[src/rtl/dense_activate_pipe_fifo.sv]
// Elastic dense->activate stage: valid/ready FIFO of depth entries carrying the dense payload bundle.
// Optional feature macro: DENSE_ACT_STALL_CNT_EN adds the 32-bit stall_cnt output.
module dense_activate_pipe_fifo #(
    parameter int size            = 3,
    parameter int data_size       = 16,
    parameter int cost_type_size  = 8,
    parameter int dense_type_size = 4,
    parameter int act_type_size   = 4,
    parameter int depth           = 2
) (
    input  logic                          clk,
    input  logic                          rst,
    input  logic                          in_valid,
    output logic                          in_ready,
    output logic                          out_valid,
    input  logic                          out_ready,
    input  logic                          flush,
    output logic [$clog2(depth+1)-1:0]    level,
    input  logic [act_type_size-1:0]      act_type,
    input  logic [dense_type_size-1:0]    dense_type,
    input  logic [cost_type_size-1:0]     cost_type,
    input  logic [data_size*size-1:0]     w,
    input  logic [data_size*size-1:0]     y,
    input  logic [data_size*size-1:0]     x,
    input  logic [data_size*size-1:0]     label,
    input  logic [31:0]                   w_layer_index,
    input  logic [31:0]                   w_row_index,
    input  logic                          is_update,
    input  logic                          backprop_cost,
    output logic [act_type_size-1:0]      act_type_out,
    output logic [dense_type_size-1:0]    dense_type_out,
    output logic [cost_type_size-1:0]     cost_type_out,
    output logic [data_size*size-1:0]     w_out,
    output logic [data_size*size-1:0]     y_out,
    output logic [data_size*size-1:0]     x_out,
    output logic [data_size*size-1:0]     label_out,
    output logic [31:0]                   w_layer_index_out,
    output logic [31:0]                   w_row_index_out,
    output logic                          is_update_out,
`ifdef DENSE_ACT_STALL_CNT_EN
    output logic [31:0]                   stall_cnt,
`endif
    output logic                          backprop_cost_out
);

    localparam int VEC_W   = data_size * size;
    localparam int ENTRY_W = act_type_size + dense_type_size + cost_type_size + 4 * VEC_W + 64 + 2;
    localparam int PTR_W   = (depth > 1) ? $clog2(depth) : 1;
    localparam int LVL_W   = $clog2(depth + 1);
    localparam logic [PTR_W-1:0] LAST_PTR = PTR_W'(depth - 1);
    localparam logic [LVL_W-1:0] FULL_LVL = LVL_W'(depth);

    logic [ENTRY_W-1:0] mem_r [depth];
    logic [PTR_W-1:0]   wr_ptr_r;
    logic [PTR_W-1:0]   rd_ptr_r;
    logic [LVL_W-1:0]   level_r;
    logic [ENTRY_W-1:0] entry_s;
    logic [ENTRY_W-1:0] head_s;
    logic               push_s;
    logic               pop_s;

    // Pointers wrap at depth-1 so non-power-of-2 depths work.
    function automatic logic [PTR_W-1:0] next_ptr(input logic [PTR_W-1:0] p);
        if (p == LAST_PTR) begin
            return '0;
        end else begin
            return p + PTR_W'(1);
        end
    endfunction

    assign in_ready  = (level_r < FULL_LVL);
    assign out_valid = (level_r != '0);
    assign level     = level_r;
    assign push_s    = in_valid & in_ready & ~flush;
    assign pop_s     = out_valid & out_ready & ~flush;

    assign entry_s = {act_type, dense_type, cost_type, w, y, x, label,
                      w_layer_index, w_row_index, is_update, backprop_cost};

    // Head entry is presented only while valid; otherwise outputs read as zero.
    always_comb begin
        head_s = '0;
        if (out_valid) begin
            head_s = mem_r[rd_ptr_r];
        end else begin
            head_s = '0;
        end
    end

    assign {act_type_out, dense_type_out, cost_type_out, w_out, y_out, x_out, label_out,
            w_layer_index_out, w_row_index_out, is_update_out, backprop_cost_out} = head_s;

    // Storage, pointers and occupancy; reset also scrubs storage, flush only empties.
    always_ff @(posedge clk) begin
        if (rst) begin
            for (int i = 0; i < depth; i++) begin
                mem_r[i] <= '0;
            end
            wr_ptr_r <= '0;
            rd_ptr_r <= '0;
            level_r  <= '0;
        end else if (flush) begin
            wr_ptr_r <= '0;
            rd_ptr_r <= '0;
            level_r  <= '0;
        end else begin
            if (push_s) begin
                mem_r[wr_ptr_r] <= entry_s;
                wr_ptr_r        <= next_ptr(wr_ptr_r);
            end
            if (pop_s) begin
                rd_ptr_r <= next_ptr(rd_ptr_r);
            end
            case ({push_s, pop_s})
                2'b10:   level_r <= level_r + LVL_W'(1);
                2'b01:   level_r <= level_r - LVL_W'(1);
                default: level_r <= level_r;
            endcase
        end
    end

`ifdef DENSE_ACT_STALL_CNT_EN
    logic [31:0] stall_cnt_r;

    // Saturating count of cycles where the head is held by downstream back-pressure.
    always_ff @(posedge clk) begin
        if (rst || flush) begin
            stall_cnt_r <= 32'd0;
        end else if (out_valid && !out_ready && (stall_cnt_r != 32'hFFFF_FFFF)) begin
            stall_cnt_r <= stall_cnt_r + 32'd1;
        end else begin
            stall_cnt_r <= stall_cnt_r;
        end
    end

    assign stall_cnt = stall_cnt_r;
`endif

endmodule

[config.mk]
export PLATFORM = sky130hd
export DESIGN_NAME = dense_activate_pipe_fifo
export DESIGN_NICKNAME = d
export VERILOG_FILES = /design/src/rtl/dense_activate_pipe_fifo.sv
export SDC_FILE = /design/constraint.sdc
export NUM_CORES = 1
export LEC_CHECK = 0
export BUFFER_PORTS_ARGS = -buffer_cell sky130_fd_sc_hd__buf_4
export CAP_MARGIN = 20
export CORE_ASPECT_RATIO = 1.25
export CORE_UTILIZATION = 50
export DETAILED_ROUTE_END_ITERATION = 10
export PLACE_DENSITY = 0.79
export REMOVE_ABC_BUFFERS = 1
export SYNTH_ARGS = -nofsm -noshare
export SYNTH_HDL_FRONTEND = slang
export SYNTH_SLANG_ARGS = --single-unit
[constraint.sdc]
create_clock -name clk -period 7.2 [get_ports clk]
set_clock_uncertainty 0.05 [all_clocks]
set_input_delay 0.36 -clock clk [delete_from_list [all_inputs] [get_ports clk]]
set_output_delay 0.36 -clock clk [all_outputs]
set_load 0.005 [all_outputs]
* Word level (Yosys, flattened, before mapping)
Memory sizes are Yosys's and may differ from the RTL's. A register that Yosys moved wholly into a read port is not among the register bits.
Index checks and enable logic that the tools add are counted.
** Word-level totals
- Flip-flop bits (word level) :: 4
- Latch bits :: 0
- RAM bits :: 548
- Memory bits (read-only) :: 0
- Input bits :: 279
- Output and inout port bits :: 278
- Word-level logic and storage cells :: 35
- Memories :: 1
** Cells by class
- $add $sub $neg :: 4
- Multiply operators :: 0
- Div/mod/pow operators :: 0
- $lt $le $gt $ge :: 1
- Equal/unequal tests :: 2
- Shift-type cells :: 0
- Mux-type cells :: 15
- Bitwise logic cells :: 5
- Reductions and logical operators :: 4
** Memory list
- mem_r :: words 2, width 274, read ports 1, clocked after memory_dff 1, wr ports 2, line 53 : logic [ENTRY_W-1:0] mem_r [depth];
** Operators by type and width (number)
- 2-to-1 mux 274 bit :: 2
- OR reduction 274 bit :: 1
- 2-to-1 mux 1 bit :: 12
- bitwise AND 1 bit :: 4
- case mux 2 bit (2 select lines) :: 1
- nonzero test 2 bit :: 2
- adder 1 bit, second input constant :: 2
- adder 2 x 1 -> 2 bit, second input constant :: 1
- equality test 2 x 1 -> 1 bit, second input constant :: 1
- equality test 2 bit, second input constant :: 1
- < comparator 2 bit, second input constant :: 1
- OR reduction 2 bit :: 1
- subtractor 2 x 1 -> 2 bit, second input constant :: 1
- inverter 1 bit :: 1

* Longest topological paths before layout
Gate-level depths: netlist of the first run.
- Depth in word-level cells :: 9
- Gate-level depth with buffers :: 7
- Depth with buffers taken out :: 6

* Least setup slack after synthesis of the first run
Ideal clock, no wire load.
- Path type :: reg2reg
- From :: register level_r[1], in the netlist level[1]
- To :: memory mem_r[1][0] (netlist name), enable pin
- Setup time :: 0.635 ns
- Arrival :: 6.381 ns
- Required time :: 6.515 ns
- Slack :: 0.135 ns
- Cell stages (with the launch flop) :: 5
- Path buffers :: 2
- Period minus slack after synthesis :: 7.065 ns
- Cells stage by stage :: dfxtp_1 buf_2 nor2b_2 clkbuf_1 a21o_1
** RTL lines
- start, declared :: line 56 : logic [LVL_W-1:0] level_r;
- start signal, assigned :: line 115 : 2'b10: level_r <= level_r + LVL_W'(1);
- start signal, assigned :: line 116 : 2'b01: level_r <= level_r - LVL_W'(1);
- start signal, assigned :: line 117 : default: level_r <= level_r;
- end, declared :: line 53

* Worst setup path in the final report of the first run
- From :: register level_r[1], in the netlist level[1]
- To :: output port w_out[8]
** Between the ends
- Cells in the longest elaborated chain, start to end :: 2
** RTL lines
- nonzero test 2 bit :: line 72 : assign out_valid = (level_r != '0);
- 2-to-1 mux 274 bit :: line 83 : if (out_valid) begin
- end, declared :: line 33 : output logic [data_size*size-1:0] w_out,
No other way between the ends.

==> out/summary.txt, run 1 <==
Worst-Margin Slew: 1569 ps
Combinational fraction of design power: 0.086
Port Buf Inserts: 556
RSZ-0062 raised after global routing: false
Max cap viols: 0
Row count: 91
Final hold slack: 34.89 ps
R2r setup slk: 3770 ps
Synth top area share: 0.6487
Startpoint Class: register
CP required: 6790 ps
Synth area leaders: edfxtp_1, and3_1, mux2i_1, nor2_1, buf_8
CP most frequent cell: buf_4
Antenna-violating nets left: 0
Initial Utilization: 0.5098
Slowest CP cell: buf_4
Switching power: 1.579 mW
Post-synth EDFFs: 548
Routed len/inst: 20.80 um
CTS clk-pin slew, worst paths: 60 ps
Total Die Area: 0.05165 mm^2
Status: complete, but fails checks
Post-synth top flop: edfxtp_1
Violated checks: max-slew violations
Via/cell ratio: 5.578
HP Class: in2reg
GRT overflow: 0
Avg Cell Area, Syn: 13.65 um^2
Vias in the first global route: 17640
CTS buffer count: 54
Largest net degree at the start of global routing: 281
Vias: 17550
First-pass GRT wire length: 97210 um
Hpwl dp: 36610 um
CTS tree: built
Max FO, Critical Path: 93
DRT iter0 DRCs: 1377
Total track usage: 0.2418
Die width: 203.5 um
Crit path time final: 3457 ps
Slew HR: -0.04625
Layout cells sized above 1: 0.2632
Fin util: 0.6509
Worst vdd ir: 0.0002071 V
Pwr dens: 220.5 mW/mm^2
Power share of the clock group: 0.388
Data arrival, critical path: 3050 ps
Synthesis-stage register bit count: 553
Crit path cell chain: nor2_4 -> buf_4 -> nor2_1 -> buf_4
TNS Setup: 0 ps
Setup bufs post-CTS: 0
Root Buffer: clkbuf_16
Hold Path Sink: mem_r[1][244]
Clock net sink count: 553
Drt pass-1 iters: 7
Final setup fails: 0
YS warnings: 0
Gpl congestion: 0.8061
Hold_sp: w[34]
Final worst-path cycle share: 0.4802
Core Area: 0.04976 mm^2
Initial antenna violation count: 8
Sw frac: 0.2211
Power consumption: 7.141 mW
R2R depth: 4
WS Path Type: reg2out
Slew Limit Fails: 79
Fmax: 0.2892 GHz
Clock buffer depth: 3
Final wirelength: 65460 um
Area Growth Syn to Fin: 27.67%
Post-Synthesis Cells: 1858
# IOs: 557
Die height: 253.8 um
Worst R2R Start: level[1]
Static Leakage: 14.26 nW
Synth unique cells: 25
Crit path largest cell delay: 890 ps
Insertion delay to the later sink of the worst-skew pair: 600 ps
Post-synthesis sequential area ratio: 0.6526
Mapped cell area: 0.02537 mm^2
Net count, final: 2729
Final Hold Viols: 0
CP endpoint kind: primary output
Post-synth top area cell: edfxtp_1
Pint: 5.562 mW
Top cells by count, synth: and3_1, edfxtp_1, nor2_1
Hold Crit Depth: 2
Ys async rst share: 0
DR DRC count: 0
R2R Path End: mem_r[1][30]
Htree depth: 2
Sequential share of power: 0.527
## registers in the layout, summed over array words and instances (netlist names), named ones only
register and flops:
level 2, wr_ptr_r 1, mem_r 548, rd_ptr_r 1
## timing repair
action	CTS	global route
resized for setup	0	0
hold buffers	149	0
endpoints found under the hold margin	210	0
## kinds of logic (layout without fill, tap and decap cells)
kind of cell	Yosys count	after routing	synth area share
AO/OA/AOI/OAI	5	5	0.001282
AND/OR/NAND/NOR	835	835	0.1789
flip-flops	553	553	0.6526
other	0	7	0
adder cells (fa/ha/maj)	1	1	0.0004931
buffers and inverters	186	817	0.05721
XOR/XNOR	4	4	0.001381
multiplexers	274	274	0.1081
## per-stage QoR
stage / area, um^2 / worst slack (ps) / cells
after floorplan: 23920 / -2842 / 1674
after global placement: 29150 / 3504 / 2894
after detailed placement: 29150 / 3460 / 2894
after CTS: 32340 / 3452 / 3139
after global routing: 32390 / 3392 / 3147
final: 32390 / 3743 / 3147
## worst max path at each step
stage | startpoint | to | cells after the start
2_1_floorplan | register | act_type_out[0] | 2
3_3_place_gp | wr_ptr_r | mem_r[1][273] | 4
3_5_place_dp | level[1] | mem_r[1][160] | 4
4_1_cts | level[1] | mem_r[1][103] | 4
5_1_grt | level[1] | mem_r[1][177] | 4
6_report | level[1] | w_out[8] | 4
## critical path, delay by kind of cell, from the launching register on
kind | cells | cell delay (ps)
AND/OR/NAND/NOR | 2 | 810
buffers and inverters | 2 | 1080
flip-flops | 1 | 450
## layer usage
layer  global-route usage  share of wire
met4               0.1280          0.054
met3              0.04642          0.066
met1               0.2877           0.38
met2               0.4150           0.50
met5                    0        0.00017
## power groups by stage
stage | combinational (mW) | sequential [mW] | clock (mW)
2_1_floorplan | 0.260 | 3.86 | 0
3_3_place_gp | 0.521 | 3.82 | 0
3_5_place_dp | 0.533 | 3.83 | 0
4_1_cts | 0.608 | 3.76 | 2.80
5_1_grt | 0.656 | 3.77 | 2.92
6_report | 0.611 | 3.76 | 2.77
## cells in the final DEF, fill, tap and decap left out, types with 8 or more instances in the layout
cell	synthesis	routed
buf_4	2	561
and3_1	548	548
edfxtp_1	548	548
nor2_1	276	275
mux2i_1	274	274
dlygate4sd3_1	0	149
clkbuf_16	0	55
clkinv_1	0	15
clkinv_2	0	10
buf_12	6	8
## layout make-up
| class | count | area (um^2) |
|---|---|---|
| Tap cell | 651 | 814.5 |
| Clock buffer | 59 | 1391 |
| Inverter | 2 | 7.507 |
| Antenna cell | 7 | 17.52 |
| Timing Repair Buffer | 719 | 5891 |
| Clock inverter | 37 | 314.1 |
| Sequential cell | 553 | 16560 |
| Fill cell | 3474 | 17370 |
| Multi-Input combinational cell | 1119 | 7393 |
Note: power is estimated with default switching activity, not from simulation.
==> run 2: changes to the inputs <==
--- a/config.mk
+++ b/config.mk
@@ -8,7 +8,7 @@
 export BUFFER_PORTS_ARGS = -buffer_cell sky130_fd_sc_hd__buf_4
 export CAP_MARGIN = 20
 export CORE_ASPECT_RATIO = 1.25
-export CORE_UTILIZATION = 50
+export CORE_UTILIZATION = 52
 export DETAILED_ROUTE_END_ITERATION = 10
 export PLACE_DENSITY = 0.79
 export REMOVE_ABC_BUFFERS = 1
==> constraint.sdc (replaced) <==
create_clock -name clk -period 3.3 [get_ports clk]
set_clock_uncertainty 0.05 [all_clocks]
set_input_delay 0.165 -clock clk [delete_from_list [all_inputs] [get_ports clk]]
set_output_delay 0.165 -clock clk [all_outputs]
set_load 0.005 [all_outputs]
==> out/summary.txt, run 2 (same netlist as run 1, synthesis figures left out) <==
DR DRC count: 0 (unchanged)
Buf/Inv on CP: 3 (+1)
R2R Path End: mem_r[0][135]
Setup bufs post-CTS: 0 (unchanged)
Layout cells sized above 1: 0.2583 (-0.004850)
Slew Limit Fails: 0 (-100%)
Top reg by flops: mem_r
R2R depth: 4 (unchanged)
GRT overflow: 0 (unchanged)
# IOs: 557 (unchanged)
Core Area: 0.04820 mm^2 (-3.1%)
Gpl congestion: 0.8128 (+0.83%)
Root Buffer: clkbuf_16
CTS tree: built
Crit-path leading delay family: buffers and inverters
Final Hold Viols: 0 (unchanged)
Area Growth Syn to Fin: 34.55%
Max FO, Critical Path: 32 (-66%)
RSZ-0062 raised after global routing: false
Worst Setup EP: label_out[46]
Crit path largest cell delay: 610 ps (-280 ps)
CTS buffer count: 52 (-3.7%)
CP endpoint kind: primary output
Row count: 90 (-1.1%)
Setup ws final: 686.7 ps (-3056 ps)
Final hold slack: 89.72 ps (+54.84 ps)
Worst-Margin Slew: 1117 ps (-452.8 ps)
Die width: 199.6 um (-1.9%)
Net count, final: 2885 (+5.7%)
Insertion delay to the later sink of the worst-skew pair: 580 ps (-20 ps)
Power consumption: 15.77 mW (+120%)
Fill cells: 2977 (-14%)
Slowest CP cell: dfxtp_4
Commonest cells after routing, fill and taps aside: buf_4, and3_1, edfxtp_1
WS Path Type: reg2out
Largest net degree at the start of global routing: 275 (-2.1%)
Total track usage: 0.2756 (+0.03379)
Status: finished, final reports clean
Cell depth of the worst setup path: 5 (+1)
Crit path cell chain: buf_12 -> buf_12 -> mux2i_1 -> nor2_1 -> buf_4
CP most frequent cell: buf_12
Max cap viols: 0 (unchanged)
Data arrival, critical path: 2400 ps (-650 ps)
Slew HR: 0.2556 (+0.3019)
Fmax: 0.3827 GHz
CTS clk-pin slew, worst paths: 60 ps (about the same)
HP Class: in2reg
Static Leakage: 15.02 nW (+5.4%)
Most common cell after layout, fill and taps aside: buf_4
Vias: 18550 (+5.6%)
TNS Setup: 0 ps (unchanged)
Port Buf Inserts: 556 (unchanged)
R2r setup slk: 1000 ps (-2770 ps)
Antenna-violating nets left: 0 (unchanged)
Hpwl dp: 39640 um (+8.3%)
Clock net sink count: 553 (unchanged)
Startpoint Class: register
Routed len/inst: 21.49 um (+3.3%)
Clock buffer depth: 3 (unchanged)
Vias in the first global route: 19340 (+9.6%)
DRT iter0 DRCs: 1440 (+4.6%)
First-pass GRT wire length: 105600 um (+8.6%)
Initial Utilization: 0.5263 (+0.01651)
Total Die Area: 0.04968 mm^2 (-3.8%)
Via/cell ratio: 5.613 (+0.63%)
Pwr dens: 462.0 mW/mm^2 (+110%)
Drt pass-1 iters: 5 (-2)
Initial antenna violation count: 12 (+4)
Crit path time final: 2613 ps
Worst vdd ir: 0.0004019 V (+94%)
Pre-CTS WS: 1190 ps (-2270 ps)
Final worst-path cycle share: 0.7919
CP required: 3080 ps (-3710 ps)
Final setup fails: 0 (unchanged)
Max reg flops: 548 (unchanged)
Worst R2R Start: level[1]
Die height: 248.9 um (-1.9%)
Htree depth: 2 (unchanged)
Final wirelength: 71010 um (+8.5%)
[run 2: where the power goes]
part | switching, mW | leakage, nW | internal (mW)
combinational | 0.790 | 8.37 | 0.759
clock | 2.62 | 0.823 | 3.39
sequential | 0.111 | 5.83 | 8.10
total | 3.52 | 15.0 | 12.2
[run 2: per-layer routing]
metal  vias to the layer above  wire length, um  global-route usage
met1                      9114            25850              0.3201
met5                         -                0                   0
met4                         0             4127              0.1516
li1                       8359                -                   -
met3                       222             4566             0.04820
met2                       850            36460              0.4785
[run 2: how the worst min path moves through the flow]
stage                   start       end  cells after the start  slack [ps]
CTS                 out_ready  rd_ptr_r                      4          20
global placement        flush  wr_ptr_r                      2         340
floorplan                 rst  level[1]                      1         190
finish              out_ready  rd_ptr_r                      4          90
global route        out_ready  rd_ptr_r                      4         110
detailed placement      flush  level[1]                      2         350
[run 2: stage by stage]
step	std cells	util	instance area [um^2]
finish	3304	0.7082	34130
global route	3304	0.7082	34130
CTS	3292	0.7076	34100
detailed placement	2918	0.6151	29650
global placement	2918	0.6151	29650
floorplan	1674	-	23920
[run 2: area by class of cell]
type / instances / area, um^2 / share of cell area
flip-flops and latches: 553 / 16560 / 0.4852
clock buffers: 67 / 1399 / 0.04098
clock inverters: 30 / 284.0 / 0.008321
multi-input cells: 1119 / 7393 / 0.2166
well taps: 644 / 805.8 / 0.02361
inverters: 2 / 7.507 / 0.0002199
diodes: 12 / 30.03 / 0.0008798
repair buffers: 877 / 7652 / 0.2242
[run 2: worst min-delay path, delay by kind of cell]
kind                      cells  cell delay [ps]
and+or+nand+nor               1              130
xor gates and xnor gates      1              110
buffers and inverters         1              120
AOI/OAI and AO/OA             1              140
[run 2: what timing repair did]
item                      in CTS  in global routing
hold endpoints to repair     553                  0
hold buffers                 277                  0
resized for setup              0                  0
